**src/rtl/div_pkg.sv**
```systemverilog
// Shared definitions for the sequential restoring divider.
//   N_DEF     : default operand width (dividend is 2*N_DEF bits)
//   CNT_W_DEF : bit-counter width for the default operand width
//   IDLE/RUN/DONE : FSM state encodings (2'd3 is treated as IDLE)
package div_pkg;

   localparam int N_DEF     = 6;
   localparam int CNT_W_DEF = $clog2(N_DEF);

   localparam logic [1:0] IDLE = 2'd0;
   localparam logic [1:0] RUN  = 2'd1;
   localparam logic [1:0] DONE = 2'd2;

endpackage

```
**src/rtl/full_adder.sv**
```systemverilog
// One-bit full adder cell.
//   a, b, cin : addend bits and carry in
//   sum, cout : sum bit and carry out
module full_adder (
   input  logic a,
   input  logic b,
   input  logic cin,
   output logic sum,
   output logic cout
);

   assign sum  = a ^ b ^ cin;
   assign cout = (a & b) | (cin & (a ^ b));

endmodule

```
**src/rtl/rca_sub_7bit.sv**
```systemverilog
// Ripple-carry subtractor diff = a - b, built from full_adder cells
// as a + ~b + 1.
//   a, b     : W-bit unsigned operands
//   diff     : W-bit difference (modulo 2^W)
//   borrow_n : carry out of the top cell; 1 means a >= b (no borrow)
module rca_sub_7bit #(
   parameter int W = 7
) (
   input  logic [W-1:0] a,
   input  logic [W-1:0] b,
   output logic [W-1:0] diff,
   output logic         borrow_n
);

   logic [W:0] carry;

   assign carry[0] = 1'b1;

   for (genvar i = 0; i < W; i++) begin : g_bit
      full_adder u_fa (
         .a    (a[i]),
         .b    (~b[i]),
         .cin  (carry[i]),
         .sum  (diff[i]),
         .cout (carry[i+1])
      );
   end

   assign borrow_n = carry[W];

endmodule

```
**src/rtl/seq_divider_6bit.sv**
```systemverilog
// Sequential restoring divider: 2N-bit dividend / N-bit divisor, one
// quotient bit per clock, with divide-by-zero and overflow detection.
//   clk, rst_n      : clock and synchronous active-low reset
//   start           : request a divide (accepted only in IDLE)
//   dividend        : 2N-bit dividend, sampled on the accept edge
//   divisor         : N-bit divisor, sampled on the accept edge
//   busy            : high in RUN and DONE
//   done            : one-cycle pulse; results valid from this cycle on
//   quotient        : N-bit quotient, held until the next accepted start
//   remainder       : N-bit remainder, held until the next accepted start
//   div_by_zero     : divisor was zero
//   overflow        : quotient would not fit in N bits
module seq_divider_6bit
   import div_pkg::*;
#(
   parameter int N = N_DEF
) (
   input  logic           clk,
   input  logic           rst_n,
   input  logic           start,
   input  logic [2*N-1:0] dividend,
   input  logic [N-1:0]   divisor,
   output logic           busy,
   output logic           done,
   output logic [N-1:0]   quotient,
   output logic [N-1:0]   remainder,
   output logic           div_by_zero,
   output logic           overflow
);

   localparam int CNT_W = $clog2(N);

   logic [1:0]       state;
   logic [CNT_W-1:0] count;
   // Only the low half is shifted in during RUN; the high half seeds R.
   logic [N-1:0]     dividend_reg;
   logic [N-1:0]     divisor_reg;
   // R is N+1 bits wide in the datapath, but the overflow pre-check keeps
   // its MSB at zero after every step, so only the low N bits are stored.
   logic [N-1:0]     r_reg;
   logic [N-1:0]     q_reg;

   logic [N:0]       trial;
   logic [N:0]       diff;
   logic             borrow_n;
   logic [N:0]       r_next;
   logic [N-1:0]     q_next;
   logic             r_msb_unused;

   assign trial = {r_reg, dividend_reg[count]};

   rca_sub_7bit #(
      .W (N + 1)
   ) u_sub (
      .a        (trial),
      .b        ({1'b0, divisor_reg}),
      .diff     (diff),
      .borrow_n (borrow_n)
   );

   // Restore mux: keep the trial value when the subtract borrowed.
   assign r_next       = borrow_n ? diff : trial;
   assign r_msb_unused = r_next[N];

   always_comb begin
      q_next        = q_reg;
      q_next[count] = borrow_n;
   end

   assign busy = (state == RUN) || (state == DONE);
   assign done = (state == DONE);

   always_ff @(posedge clk) begin
      if (!rst_n) begin
         state        <= IDLE;
         count        <= '0;
         dividend_reg <= '0;
         divisor_reg  <= '0;
         r_reg        <= '0;
         q_reg        <= '0;
         quotient     <= '0;
         remainder    <= '0;
         div_by_zero  <= 1'b0;
         overflow     <= 1'b0;
      end else begin
         case (state)
            RUN: begin
               r_reg <= r_next[N-1:0];
               q_reg <= q_next;
               count <= count - 1'b1;
               if (count == '0) begin
                  state     <= DONE;
                  quotient  <= q_next;
                  remainder <= r_next[N-1:0];
               end
            end
            DONE: begin
               state <= IDLE;
            end
            default: begin
               // IDLE, and the unused encoding which behaves as IDLE.
               state <= IDLE;
               if (start) begin
                  dividend_reg <= dividend[N-1:0];
                  divisor_reg  <= divisor;
                  div_by_zero  <= 1'b0;
                  overflow     <= 1'b0;
                  quotient     <= '0;
                  remainder    <= '0;
                  q_reg        <= '0;
                  if (divisor == '0) begin
                     state       <= DONE;
                     div_by_zero <= 1'b1;
                  end else if (dividend[2*N-1:N] >= divisor) begin
                     state    <= DONE;
                     overflow <= 1'b1;
                  end else begin
                     state <= RUN;
                     r_reg <= dividend[2*N-1:N];
                     count <= CNT_W'(N - 1);
                  end
               end
            end
         endcase
      end
   end

endmodule
```
**config.mk**
```make
export PLATFORM = sky130hd
export DESIGN_NAME = seq_divider_6bit
export DESIGN_NICKNAME = d
export VERILOG_FILES = /design/src/rtl/div_pkg.sv /design/src/rtl/full_adder.sv /design/src/rtl/rca_sub_7bit.sv /design/src/rtl/seq_divider_6bit.sv
export SDC_FILE = /design/constraint.sdc
export NUM_CORES = 1
export LEC_CHECK = 0
export BUFFER_PORTS_ARGS = -buffer_cell sky130_fd_sc_hd__buf_2
export CAP_MARGIN = 10
export CORE_AREA = 8 8 77 79
export CTS_CLUSTER_DIAMETER = 60
export DETAILED_ROUTE_END_ITERATION = 16
export DIE_AREA = 0 0 85 87
export PLACE_DENSITY = 0.77
export SYNTH_ARGS = -nofsm -noshare
export SYNTH_HDL_FRONTEND = slang
export SYNTH_SLANG_ARGS = --single-unit
export TNS_END_PERCENT = 50
```
**constraint.sdc**
```tcl
create_clock -name clk -period 4.25 [get_ports clk]
set_clock_uncertainty 0.2 [all_clocks]
set_input_delay 0.425 -clock clk [delete_from_list [all_inputs] [get_ports clk]]
set_output_delay 0.425 -clock clk [all_outputs]
set_load 0.005 [all_outputs]
```
==> results.txt <==
The flow ran to the end, and the final reports show no timing, DRC or antenna violations. Summing the sequential cell areas from Yosys gives 37.3% of the chip area. Once detail routing completed, the nets flagged for antenna violations numbered 0. Hold slack: 0.156 ns. In this run, post-CTS hold repair placed 0 buffers.

After clock tree synthesis, the setup repair step added 0 buffers. In the final layout, the share of cells above drive strength 1 is 19.5%. The tools report the placed cell area as 2500 um^2. Entering global routing, the biggest net connects 38 pins. After floorplanning, the core was divided into 26 placement rows. The later pin in the worst-skew pair is clocked with a latency of 0.30 ns. For the number of hold-slack violations in the final timing report, the log shows 0. Setup repair after global routing left no endpoint under its margin. In this run the worst path has a maximum fanout of 10.

The first global-routing pass estimated 9.57 mm of wire. For the final antenna diode count, the log shows 0. During synthesis, Yosys emitted a total of 0 warnings. After detailed routing, the number of remaining DRC violations is 0. Data on the critical path arrives at its endpoint at 3.94 ns. The floorplan step defined a die boundary enclosing 7400 um^2.

The tools report the critical path endpoint category as a flip-flop. The maximum clock frequency is 0.253 GHz. The analysis attributes to cell leakage a power of 1.07 nW.

Clock-pin slew was measured on the worst setup and hold paths at 0.08 ns. Counting I/O delays and the setup requirement, the final critical path takes 3.95 ns. TritonCTS built the clock tree.

By count the netlist is led by sky130_fd_sc_hd__nand2_1, sky130_fd_sc_hd__dfxtp_1, sky130_fd_sc_hd__a21oi_1. In this run, placement finished with an instance count of 357. The wire length after detailed routing came out at 5.56 mm. The congestion estimate from routability-driven global placement came to 0.910. The tree is rooted in a sky130_fd_sc_hd__clkbuf_8.

Measured against its own limit, the worst slew margin works out to 37.4%. The startpoint identified for the worst hold timing path is dividend[4]. In this run the worst setup path begins at count[1]$_SDFFE_PN0P_.

Ranked by total cell area, the synthesized netlist is headed by sky130_fd_sc_hd__dfxtp_1, sky130_fd_sc_hd__nand2_1, sky130_fd_sc_hd__a21oi_1, sky130_fd_sc_hd__ha_1, sky130_fd_sc_hd__fa_1. STA classifies the critical path startpoint as a flip-flop. The initial utilization of the core area, before any placement, comes to 47.6%.

The number of slew-limit violations in the final report was 0. The initial antenna violation count was 0; the total number of nets in the final design was 345. The tools report the via count of the routed design as 2065. Yosys mapped a number of flops with a built-in enable equal to 0. The category of the critical setup timing path was flip-flop to flip-flop. Summed over all layers, the global routing overflow is 0. The ratio of final minimum period to clock period was 93.0%.

Counting every instance in the synthesized netlist gives 277. The design draws 1.02 mW. In this run the critical register-to-register path is launched from count[1]$_SDFFE_PN0P_. The slew at the pin closest to its max-slew limit was 0.939 ns; the area of the core region was 4850 um^2. Broken down by cell family, the worst path's largest delay share belongs to adder cells. The most common cell in the synthesized netlist was sky130_fd_sc_hd__nand2_1. STA puts the critical path data required time at 4.23 ns. After routing the design area is 2590 um^2. The H-tree level count was 2.

The width of the chip works out to 85 um. The count of buffers from port buffering came out at 36. The max-capacitance violation count is 0, and the number of global-route vias before repair is 2006. In the global route stage, overall resource usage came out at 16.1%. The die is 87 um tall. Across the VDD grid, the largest voltage drop is 248 uV. Library cell appearing most often on the critical path: sky130_fd_sc_hd__fa_1. After detailed routing, the number of vias per cell comes to 5.67. The average size of a mapped cell was 8.32 um^2. The most area-hungry cell type in the Yosys netlist was sky130_fd_sc_hd__dfxtp_1.

The min-delay analysis places its worst path in the category primary input to flip-flop. Synthesis inferred 43 register bits. In this run the cell area of the synthesized design comes to 2310 um^2.

The total power per unit cell area is 393 nW/um^2. For this run, the leading register cell type out of synthesis is sky130_fd_sc_hd__dfxtp_1. The violation count after the first detailed-routing iteration was 150; the delay contributed by the slowest stage of the critical path was 0.54 ns. The total half-perimeter wirelength after legalization and detailed placement is 4.12 mm, and the number of top-level design ports is 37.

The number of clock buffers inserted by TritonCTS is 5, and the count of placed standard cells in the final layout, fillers left out is 364. After synthesis, the netlist uses 51 different library cells. In the final routed layout, each cell accounts on average for 15.3 um. Traced cell by cell, the critical path runs through or4b_1 > o31a_1 > and3_1 > ha_1 > inv_1 > fa_1 > fa_1 > fa_1 > inv_1 > fa_1 > fa_1 > nand2b_2 > mux2i_1 > nor2_1 > a221o_1.

The layout overhead on the synthesized area is 12.4%, and the number of clock sinks is 43. For this run, asynchronously set or reset flops after synthesis account for 0%. The count of buffer and inverter cells on the critical path works out to 2.

Setup violations remaining at the end of the flow were counted as 0. The tools report the post-synth net total as 314. The library cell contributing the largest single delay on the critical path is sky130_fd_sc_hd__or4b_1.

The aggregate negative setup slack is 0 ns, and the total iterations of the first detailed-routing run is 4. No sink is reached through more buffers than the 2 on the longest clock path. In this run the biggest area consumer among cell types represents 37.3% of the synthesized area.
-- where the power goes --
part / total [mW] / switching, mW / leakage, nW / internal (mW)
combinational: 0.296 / 0.182 / 0.675 / 0.115
sequential: 0.460 / 0.0284 / 0.351 / 0.432
clock: 0.262 / 0.134 / 0.0470 / 0.128
-- cell type report --
| cell class | count | area, um^2 |
|---|---|---|
| fill | 461 | 2260 |
| multi-input combinational | 200 | 1300 |
| sequential | 43 | 863 |
| timing repair buffer | 37 | 188 |
| clock buffer | 6 | 82.6 |
| inverter | 21 | 78.8 |
| tap | 56 | 70.1 |
| clock inverter | 1 | 5.00 |
-- stage by stage --
stage / worst slack, ns / util [%]
2_1_floorplan: 0.442 / -
3_3_place_gp: 0.281 / 51.5
3_5_place_dp: 0.140 / 51.5
4_1_cts: 0.162 / 53.4
5_1_grt: 0.0214 / 53.5
6_report: 0.297 / 53.5
-- cell usage in the layout (no fill, tap or decap), drive strengths merged, types with 5 or more instances in the layout --
cell / instances
a221o: 5
nand2: 56
clkbuf: 6
mux2i: 7
nor2: 20
fa: 5
inv: 21
dfxtp: 43
nand3: 8
ha: 11
o21ai: 5
buf: 37
a21oi: 37
o2111ai: 6
-- kinds of logic (layout without fill, tap and decap cells) --
logic type | after synthesis | count (layout) | synth area share (%)
AND/OR/NAND/NOR | 108 | 108 | 22.8
buffers and inverters | 34 | 65 | 6.24
adder cells (fa/ha/maj) | 16 | 16 | 10.3
AO/OA/AOI/OAI | 69 | 69 | 20.3
multiplexers | 7 | 7 | 3.04
flip-flops | 43 | 43 | 37.3
-- metal layers --
layer	wire [um]	up-vias	part of all wire [%]	global-route usage, %
met2	2690	55	48	26.3
met4	133	0	2.4	6.63
li1	-	1037	-	-
met3	270	12	4.9	4.53
met1	2470	961	44	19.5
met5	0	-	0	0
-- tightest hold or removal path, stage by stage --
cell                      delay (ns)
sky130_fd_sc_hd__buf_2          0.09
sky130_fd_sc_hd__nand2_1        0.04
sky130_fd_sc_hd__a21oi_1        0.05
-- repair_timing --
action / CTS / global route
hold endpoints to repair: 0 / 0
resized for setup: 0 / 3
setup endpoints to repair: 0 / 12
-- path summary, 6_finish.rpt --
path | end | slack [ns] | cells past startpoint
worst min-delay path | dividend_reg[4]$_SDFFE_PN0P_ | 0.16 | 3
worst min register to register | quotient[2]$_SDFFE_PN0P_ | 0.25 | 2
worst max register to register | r_reg[3]$_SDFFE_PN0P_ | 0.30 | 15
worst max-delay path | r_reg[3]$_SDFFE_PN0P_ | 0.30 | 15
Note: power is estimated with default switching activity, not from simulation.
